File: src/rtl/mac_vec_engine.sv
// Pipelined multi-lane signed dot-product engine: products (S1), beat sum (S2),
// accumulate + requantise into a valid/ready output register.
module mac_vec_engine #(
    parameter int DATA_W  = 8,
    parameter int LANES   = 4,
    parameter int ACC_W   = 24,
    parameter int LEN_W   = 8,
    parameter int OUT_W   = 8,
    parameter int SHIFT_W = 5
) (
    input  logic                      clk,
    input  logic                      rst,
    input  logic                      clear,
    input  logic [LEN_W-1:0]          cfg_len,
    input  logic [SHIFT_W-1:0]        cfg_shift,
    input  logic                      cfg_sat,
    input  logic                      in_valid,
    output logic                      in_ready,
    input  logic [LANES*DATA_W-1:0]   in_a,
    input  logic [LANES*DATA_W-1:0]   in_b,
    output logic                      out_valid,
    input  logic                      out_ready,
    output logic [ACC_W-1:0]          out_acc,
    output logic [OUT_W-1:0]          out_q,
    output logic                      out_sat,
    output logic                      out_ovf
);
    localparam int PROD_W = 2 * DATA_W;
    localparam int CNT_W  = LEN_W + 1;
    localparam logic signed [ACC_W-1:0] Q_MAX = ACC_W'((1 << (OUT_W - 1)) - 1);
    localparam logic signed [ACC_W-1:0] Q_MIN = ~Q_MAX;

    logic adv, accept, first, beat_last;
    logic [CNT_W-1:0]   cnt_q, len_q, len_eff, cur_len;
    logic [SHIFT_W-1:0] shift_q, cur_shift;
    logic               sat_q, cur_sat;

    logic [DATA_W-1:0]        lane_a, lane_b;
    logic [PROD_W-1:0]        a_ext, b_ext;
    logic [PROD_W-1:0]        prod_d [LANES];
    logic [PROD_W-1:0]        s1_prod_q [LANES];
    logic                     s1_valid_q, s1_last_q, s1_sat_q;
    logic [SHIFT_W-1:0]       s1_shift_q;

    logic [ACC_W-1:0]         ext, part, lane_sum;
    logic                     lane_ovf;
    logic [ACC_W-1:0]         s2_sum_q;
    logic                     s2_valid_q, s2_last_q, s2_sat_q, s2_ovf_q;
    logic [SHIFT_W-1:0]       s2_shift_q;

    logic signed [ACC_W-1:0]  acc_q, acc_sum, shifted;
    logic                     ovf_acc_q, add_ovf, tot_ovf;
    logic [OUT_W-1:0]         out_q_d;
    logic                     out_sat_d, load_out;

    logic                     out_valid_q, out_sat_q, out_ovf_q;
    logic [ACC_W-1:0]         out_acc_q;
    logic [OUT_W-1:0]         out_q_q;

    // Handshake: a beat moves when in_valid && in_ready; the whole pipe freezes
    // while a result sits unconsumed, and clear blocks acceptance for its cycle.
    assign adv      = !(out_valid_q && !out_ready);
    assign in_ready = adv && !clear && !rst;
    assign accept   = in_valid && in_ready;

    always_comb begin
        len_eff   = (cfg_len == '0) ? CNT_W'(1) : CNT_W'(cfg_len);
        first     = (cnt_q == '0);
        cur_len   = first ? len_eff : len_q;
        cur_shift = first ? cfg_shift : shift_q;
        cur_sat   = first ? cfg_sat : sat_q;
        beat_last = ((cnt_q + CNT_W'(1)) == cur_len);
    end

    always_comb begin
        lane_a = '0;
        lane_b = '0;
        a_ext  = '0;
        b_ext  = '0;
        for (int i = 0; i < LANES; i++) begin
            lane_a    = in_a[i*DATA_W +: DATA_W];
            lane_b    = in_b[i*DATA_W +: DATA_W];
            a_ext     = {{DATA_W{lane_a[DATA_W-1]}}, lane_a};
            b_ext     = {{DATA_W{lane_b[DATA_W-1]}}, lane_b};
            prod_d[i] = a_ext * b_ext;
        end
    end

    always_comb begin
        lane_sum = '0;
        lane_ovf = 1'b0;
        ext      = '0;
        part     = '0;
        for (int i = 0; i < LANES; i++) begin
            ext  = {{(ACC_W-PROD_W){s1_prod_q[i][PROD_W-1]}}, s1_prod_q[i]};
            part = lane_sum + ext;
            if ((lane_sum[ACC_W-1] == ext[ACC_W-1]) && (part[ACC_W-1] != lane_sum[ACC_W-1]))
                lane_ovf = 1'b1;
            lane_sum = part;
        end
    end

    // The shift/saturate config travels with each beat so a short vector
    // following directly behind is requantised with its own settings.
    always_comb begin
        acc_sum   = acc_q + $signed(s2_sum_q);
        add_ovf   = (acc_q[ACC_W-1] == s2_sum_q[ACC_W-1]) && (acc_sum[ACC_W-1] != acc_q[ACC_W-1]);
        tot_ovf   = ovf_acc_q || s2_ovf_q || add_ovf;
        shifted   = acc_sum >>> s2_shift_q;
        out_sat_d = 1'b0;
        out_q_d   = shifted[OUT_W-1:0];
        if (s2_sat_q && (shifted > Q_MAX)) begin
            out_q_d   = Q_MAX[OUT_W-1:0];
            out_sat_d = 1'b1;
        end else if (s2_sat_q && (shifted < Q_MIN)) begin
            out_q_d   = Q_MIN[OUT_W-1:0];
            out_sat_d = 1'b1;
        end
        load_out = adv && !clear && s2_valid_q && s2_last_q;
    end

    always_ff @(posedge clk or posedge rst) begin
        if (rst) begin
            cnt_q      <= '0;
            len_q      <= '0;
            shift_q    <= '0;
            sat_q      <= 1'b0;
            s1_valid_q <= 1'b0;
            s1_last_q  <= 1'b0;
            s1_shift_q <= '0;
            s1_sat_q   <= 1'b0;
            s1_prod_q  <= '{default: '0};
            s2_valid_q <= 1'b0;
            s2_last_q  <= 1'b0;
            s2_shift_q <= '0;
            s2_sat_q   <= 1'b0;
            s2_sum_q   <= '0;
            s2_ovf_q   <= 1'b0;
            acc_q      <= '0;
            ovf_acc_q  <= 1'b0;
        end else if (adv) begin
            if (clear) begin
                cnt_q      <= '0;
                s1_valid_q <= 1'b0;
                s2_valid_q <= 1'b0;
                acc_q      <= '0;
                ovf_acc_q  <= 1'b0;
            end else begin
                if (accept) begin
                    cnt_q <= beat_last ? '0 : cnt_q + CNT_W'(1);
                    if (first) begin
                        len_q   <= len_eff;
                        shift_q <= cfg_shift;
                        sat_q   <= cfg_sat;
                    end
                end
                s1_valid_q <= accept;
                s1_last_q  <= beat_last;
                s1_shift_q <= cur_shift;
                s1_sat_q   <= cur_sat;
                s1_prod_q  <= prod_d;
                s2_valid_q <= s1_valid_q;
                s2_last_q  <= s1_last_q;
                s2_shift_q <= s1_shift_q;
                s2_sat_q   <= s1_sat_q;
                s2_sum_q   <= lane_sum;
                s2_ovf_q   <= lane_ovf;
                if (s2_valid_q) begin
                    acc_q     <= s2_last_q ? '0 : acc_sum;
                    ovf_acc_q <= s2_last_q ? 1'b0 : tot_ovf;
                end
            end
        end
    end

    always_ff @(posedge clk or posedge rst) begin
        if (rst) begin
            out_valid_q <= 1'b0;
            out_acc_q   <= '0;
            out_q_q     <= '0;
            out_sat_q   <= 1'b0;
            out_ovf_q   <= 1'b0;
        end else if (load_out) begin
            out_valid_q <= 1'b1;
            out_acc_q   <= acc_sum;
            out_q_q     <= out_q_d;
            out_sat_q   <= out_sat_d;
            out_ovf_q   <= tot_ovf;
        end else if (out_valid_q && out_ready) begin
            out_valid_q <= 1'b0;
        end
    end

    assign out_valid = out_valid_q;
    assign out_acc   = out_acc_q;
    assign out_q     = out_q_q;
    assign out_sat   = out_sat_q;
    assign out_ovf   = out_ovf_q;
endmodule
File: config.mk
export PLATFORM = sky130hd
export DESIGN_NAME = mac_vec_engine
export DESIGN_NICKNAME = d
export VERILOG_FILES = /design/src/rtl/mac_vec_engine.sv
export SDC_FILE = /design/constraint.sdc
export NUM_CORES = 1
export LEC_CHECK = 0
export ABC_AREA = 1
export CAP_MARGIN = 20
export CORE_UTILIZATION = 50
export CTS_CLUSTER_SIZE = 12
export DETAILED_ROUTE_END_ITERATION = 12
export GPL_ROUTABILITY_DRIVEN = 0
export PLACE_DENSITY = 0.71
export SYNTH_ARGS = -nofsm -noshare
export SYNTH_HDL_FRONTEND = slang
export SYNTH_SLANG_ARGS = --single-unit
File: constraint.sdc
create_clock -name clk -period 8.87 [get_ports clk]
set_input_delay 1.774 -clock clk [delete_from_list [all_inputs] [get_ports clk]]
set_output_delay 1.774 -clock clk [all_outputs]
set_load 0.01 [all_outputs]
==> results.txt, run 1 <==
status: completed
number of global-route vias before repair: 19.2k
CP max stage delay: 0.57 ns
share of cells above drive strength 1: 3.35%
ys flop type: dfrtp_1
number of setup buffers added after CTS: 0
leakage: 13.7 nW
synthesized area per cell: 7.32 sq um
post-synth top area cell: dfrtp_1
Area after DPL: 24000 sq um
drc violations: 0
nets: 3594
Max Cap Viol: 0
vias: 19.1k
Crit path required time: 9.23 ns
number of flops mapped to enable cells by yosys: 0
top-level I/O count: 119
Mapped Area: 22400 sq um
global-route wire length before repair: 89400 um
Worst Hold Class: reg -> reg
final hold violations: 0
worst-path cell chain: clkdlybuf4s50_1 > or2_2 > fa_1 > fa_1 > inv_1 > fa_1 > fa_1 > ha_1 > inv_1 > nor2_1 > nor2_1 > nor2_1 > nor2_1 > nor2_1 > nor2_1 > nor2_1 > nor2_1 > o21ai_0 > inv_1 > nor2_1 > o21a_1 > nor2_1 > xor2_1 > o21ai_0
clock tree root buffer cell: clkbuf_16
port bufs: 118
unrepaired setup endpoints after global routing: no
Starting Density: 50.7%
Worst-Margin Slew: 0.879 ns
cts bufs inserted: 17
1st-pass router iterations: 7
Clock transition at path regs: 0.07 ns
Iteration-0 DRC Markers: 1212
vias per cell: 5.17
CP max FO: 8
setup violators final: 0
most frequent cell on the critical path: nor2_1
Peak Freq: 157 MHz
Ys Warns: 0
Tmin final: 6.38 ns
Core Area: 44200 sq um
worst-skew pair later-pin latency: 0.45 ns
Inserted Diodes: 0
CP max stage cell: clkdlybuf4s50_1
TritonCTS clock tree: built
Synth area leaders: dfrtp_1 (21%), fa_1 (20%), nand2_1 (14%), inv_1 (11%), ha_1 (11%)
GRT overflow: 0
Max Transition Viols Final: 0
CTS resizes: 0
synthesized flop and latch total: 184
Die Y: 214 um
worst setup path class: in -> reg
largest net degree at the start of global routing: 118
Max Buffers Root-to-Sink: 2
async set or reset register ratio after synthesis: 100%
fin crit share: 71.9%
num rows: 77
register area share after synthesis: 20.5%
CP Capture Type: flip-flop
Top delay family on crit path: adder cells
# clock sinks: 184
routed wire length per instance: 14.1 um
final instance area: 24600 sq um
Filler Cells Inserted: 4148
# H-tree levels: 4
Worst Path Buf+Inv: 4
Max VDD drop: 0.000436 V
post-synthesis net count: 3562
initial antenna violation count: 0
Mapped Cells: 3062
Hold-fix buffers, CTS: 0
clock skew: 0.0111 ns
Area Overhead vs Synth: 9.96%
top cell type's share of synthesized area: 20.5%
WHS: 0.475 ns
Post-DP HPWL: 42600 um
Routed WL: 52200 um
Slew headroom: 41.4%
crit path launch type: input pin
die span in x: 214 um
setup TNS: 0 ns
Total GRT Usage: 24.2%
die area: 45700 sq um
power per cell area: 381 nW/um^2
Arrival @ worst endpoint: 6.74 ns
Unique masters post-synth: 48
Final ANT Viol Nets: 0
[tightest hold or removal path, stage by stage, from the launching register on]
cell	delay [ns]
dfrtp_1	0.35
nand2_1	0.05
nand2_1	0.05
[cell usage after synthesis (6+ instances only)]
cell / number
buf_1: 7
nand2_2: 11
xnor2_1: 43
nand3_1: 156
o21ai_0: 177
nand2_1: 819
nor2_1: 134
nor2_2: 10
a31oi_1: 11
o22ai_1: 29
nand4_1: 15
clkbuf_1: 99
o21bai_1: 11
nand3b_1: 11
xor2_1: 58
o31ai_1: 8
nor3_1: 20
or2_2: 28
a21oi_1: 89
fa_1: 224
dfrtp_1: 184
buf_2: 6
o32ai_1: 8
inv_1: 659
ha_1: 193
[kinds of logic after synthesis]
logic type,synth area share (%)
simple gates,22.7
buf+inv,13.1
fa+ha+maj,30.8
compound gates,8.91
flops,20.5
xor+xnor,3.95
[registers in the layout (all words and copies together), names as in the netlist, 8 cells and up]
name	cells
out_acc	24
cnt_q	9
s1_prod_q	48
ext	16
acc_q	24
s2_sum_q	19
out_q	8
len_q	9
[per-stage QoR]
step | setup WS [ns] | total power, mW | util, % | instances
3_5_place_dp | 2.08 | 8.37 | 54.2 | 3666
5_1_grt | 2.15 | 10.4 | 55.7 | 3699
3_3_place_gp | 2.09 | 8.13 | 54.2 | 3665
2_1_floorplan | 2.10 | 6.74 | - | 3062
6_report | 2.49 | 9.39 | 55.7 | 3699
4_1_cts | 2.54 | 9.32 | 55.7 | 3698
[cell usage in the layout (no fill, tap or decap), types with 3 or more instances in the layout]
cell	n
fa_1	224
o21bai_1	11
nand3b_1	11
o2111ai_1	3
nor2_1	133
xnor2_1	43
o21a_1	4
nand3_1	156
o22ai_1	29
nand2_4	3
dfrtp_1	184
inv_1	658
a21oi_1	88
inv_8	9
clkinv_1	5
a21o_1	5
o32ai_1	8
a211oi_1	3
a21oi_2	3
and2_1	5
nor3_1	20
xor2_1	58
nor2_2	10
ha_1	193
o21ai_0	177
nand2_1	819
or2_2	28
nand4_1	15
clkbuf_16	17
nand2_2	11
o31ai_1	8
a31oi_1	11
buf_4	5
nand3_2	3
clkdlybuf4s50_1	118
nor4_1	4
[worst paths after layout]
kind / start / to / slack, ns / cells past startpoint
min in group asynchronous: rst / cnt_q[0] / 1.88 / 2
max reg2reg: s1_prod_q[51] / s2_ovf_q / 2.95 / 32
max: in_a[16] / s1_prod_q[30] / 2.49 / 24
min: shift_q[0] / shift_q[0] / 0.47 / 2
min reg2reg: shift_q[0] / shift_q[0] / 0.47 / 2
max in group asynchronous: rst / s1_prod_q[17] / 5.52 / 3
[area by class of cell]
type                            count  area (sq um)  share of cell area [%]
Multi-Input combinational cell   2100         14900                    60.4
Sequential cell                   184          4600                    18.7
Inverter                          666          2510                    10.2
Timing Repair Buffer              125          1270                    5.17
Tap cell                          592           741                    3.01
Clock buffer                       17           425                    1.73
Clock inverter                     15           200                   0.812
[power by group]
part           leakage, nW  switching, mW  internal (mW)
logic                 11.0           4.48           2.76
registers             2.34          0.221           1.10
clock network        0.306          0.385          0.435
[layer usage]
layer	vias up	routed length [um]	track usage, %
li1	9438	-	-
met1	9105	23100	31.9
met2	477	25300	42.1
met3	106	2270	2.20
met4	0	1460	7.54
met5	-	0	0
Power figures use the tool's default switching activity.
==> run 2: changes to the inputs <==
- clock period: 8.87 -> 6.4 ns (I/O delays scaled with it)
==> run 2 against run 1 <==
Against the previous run:
- global-route usage decreased by 0.085 points
- register-to-register slack got worse by 2.3 ns
- die area unchanged
- power increased by 37%
- critical path type unchanged
- hold slack improved by 0.0080 ns
- combinational power up 37%
- largest power group unchanged
- wire length hardly changed
- sequential power is 39% higher
==> results.txt, run 2 (synthesized netlist as in run 1, its figures left out) <==
Total GRT Usage: 24.1% (-0.085 points)
Biggest register: s1_prod_q
status: completed
drc violations: 0 (unchanged)
Crit path required time: 6.76 ns (-2.47 ns)
Clock transition at path regs: 0.07 ns (about the same)
number of global-route vias before repair: 19.2k (+0.24%)
most frequent cells in the layout: nand2_1 (819), inv_1 (658), fa_1 (224)
met2 wire length: 25500 um (+0.82%)
Max Cap Viol: 0 (unchanged)
power per cell area: 519 nW/um^2 (+36%)
Max Buffers Root-to-Sink: 2 (unchanged)
Max VDD drop: 0.000590 V (+35%)
Routed WL: 52100 um (about the same)
final hold violations: 0 (unchanged)
clock skew: 0.0112 ns (+0.000150 ns)
Top delay family on crit path: adder cells
Iteration-0 DRC Markers: 1078 (-11%)
die area: 45700 sq um (unchanged)
# H-tree levels: 4 (unchanged)
CP max stage cell: fa_1
Worst Hold Class: reg -> reg
Top Metal Used: met4
worst setup path class: in -> reg
global-route wire length before repair: 89500 um (+0.16%)
initial antenna violation count: 0 (unchanged)
cts bufs inserted: 17 (unchanged)
Final ANT Viol Nets: 0 (unchanged)
CP max FO: 3 (-5)
met3 WL: 2200 um (-3.2%)
commonest non-fill, non-tap cell in the layout: nand2_1
port bufs: 118 (unchanged)
unrepaired setup endpoints after global routing: no
largest net degree at the start of global routing: 141 (+19%)
top-level I/O count: 119 (unchanged)
Hold-fix buffers, CTS: 0 (unchanged)
clock tree root buffer cell: clkbuf_16
Max Transition Viols Final: 0 (unchanged)
num rows: 77 (unchanged)
Die Y: 214 um (unchanged)
nets: 3607 (+0.36%)
1st-pass router iterations: 5 (-2)
WHS: 0.483 ns (+0.00800 ns)
most frequent cell on the critical path: nor2_1
met1 WL: 23000 um (-0.78%)
die span in x: 214 um (unchanged)
Arrival @ worst endpoint: 6.18 ns (-0.56 ns)
setup TNS: 0 ns (unchanged)
Tmin final: 5.82 ns
Post-DP HPWL: 42700 um (+0.35%)
routed wire length per instance: 14.0 um (-0.43%)
Worst-Margin Slew: 0.959 ns (+0.0799 ns)
Peak Freq: 172 MHz
CP max stage delay: 0.55 ns (-0.02 ns)
number of flip-flops under the largest register name: 48 (unchanged)
# clock sinks: 184 (unchanged)
Core Area: 44200 sq um (unchanged)
Starting Density: 50.7% (unchanged)
vias: 19.1k (-0.031%)
Slew headroom: 36.1% (-5.3 points)
Filler Cells Inserted: 4136 (-0.29%)
crit path launch type: input pin
fin crit share: 90.9%
TritonCTS clock tree: built
vias per cell: 5.15 (-0.38%)
CP Capture Type: flip-flop
Worst Path Buf+Inv: 5 (+1)
GRT overflow: 0 (unchanged)
worst-skew pair later-pin latency: 0.45 ns (about the same)
leakage: 13.7 nW (+0.35%)
share of cells above drive strength 1: 3.78% (+0.43 points)
setup violators final: 0 (unchanged)
Area Overhead vs Synth: 10.3%
Inserted Diodes: 0 (unchanged)
run 2: final timing paths:
path	slack, ns	endpoint	cells after the start	start
setup reg to reg	0.70	s2_ovf_q	34	s1_prod_q[48]
min in group asynchronous	1.44	cnt_q[1]	2	rst
setup / recovery	0.58	s1_prod_q[30]	25	in_b[23]
max in group asynchronous	3.73	acc_q[10]	3	rst
hold / removal	0.48	out_acc[4]	2	out_acc[4]
hold reg to reg	0.48	out_acc[4]	2	out_acc[4]
run 2: power by group:
part           internal, mW  total [mW]  switching (mW)
Sequential             1.52        1.83           0.311
Clock                 0.536        1.06           0.525
Combinational          3.85        9.93            6.08
Total                  5.90        12.8            6.92
run 2: cell type report:
type	instances	area [sq um]	area share (%)
inverter	666	2510	10.2
clock buffer	18	439	1.78
timing repair buffer	138	1370	5.55
sequential	184	4600	18.6
clock inverter	14	151	0.613
tap	592	741	3.00
multi-input combinational	2100	14900	60.3
run 2: worst register-to-register path, delay by kind of cell (launching register included):
| kind | cells | cell delay, ns |
|---|---|---|
| AOI/OAI and AO/OA | 11 | 2.30 |
| adders and majority gates | 4 | 1.10 |
| and+or+nand+nor | 10 | 0.90 |
| buffers and inverters | 7 | 0.57 |
| DFF | 1 | 0.42 |
| xor gates and xnor gates | 2 | 0.30 |
run 2: metal layers:
| metal | global-route usage [%] | vias to the layer above |
|---|---|---|
| li1 | - | 9467 |
| met1 | 31.7 | 9059 |
| met2 | 41.8 | 495 |
| met3 | 2.69 | 99 |
| met4 | 7.29 | 0 |
| met5 | 0 | - |
run 2: repair_timing:
action,CTS,global route
buffers inserted,0,0
resized for setup,0,2
setup endpoints to repair,0,2
run 2: stage by stage:
step / area (sq um) / worst slack (ns) / utilization (%) / std cells / power, mW
6_report: 24700 / 0.585 / 55.9 / 3712 / 12.8
5_1_grt: 24700 / 0.125 / 55.9 / 3712 / 14.3
4_1_cts: 24700 / 0.456 / 55.8 / 3711 / 12.7
3_5_place_dp: 24100 / 0.113 / 54.5 / 3679 / 11.6
3_3_place_gp: 24100 / 0.162 / 54.4 / 3678 / 11.2
2_1_floorplan: 22400 / 0.120 / - / 3062 / 9.34
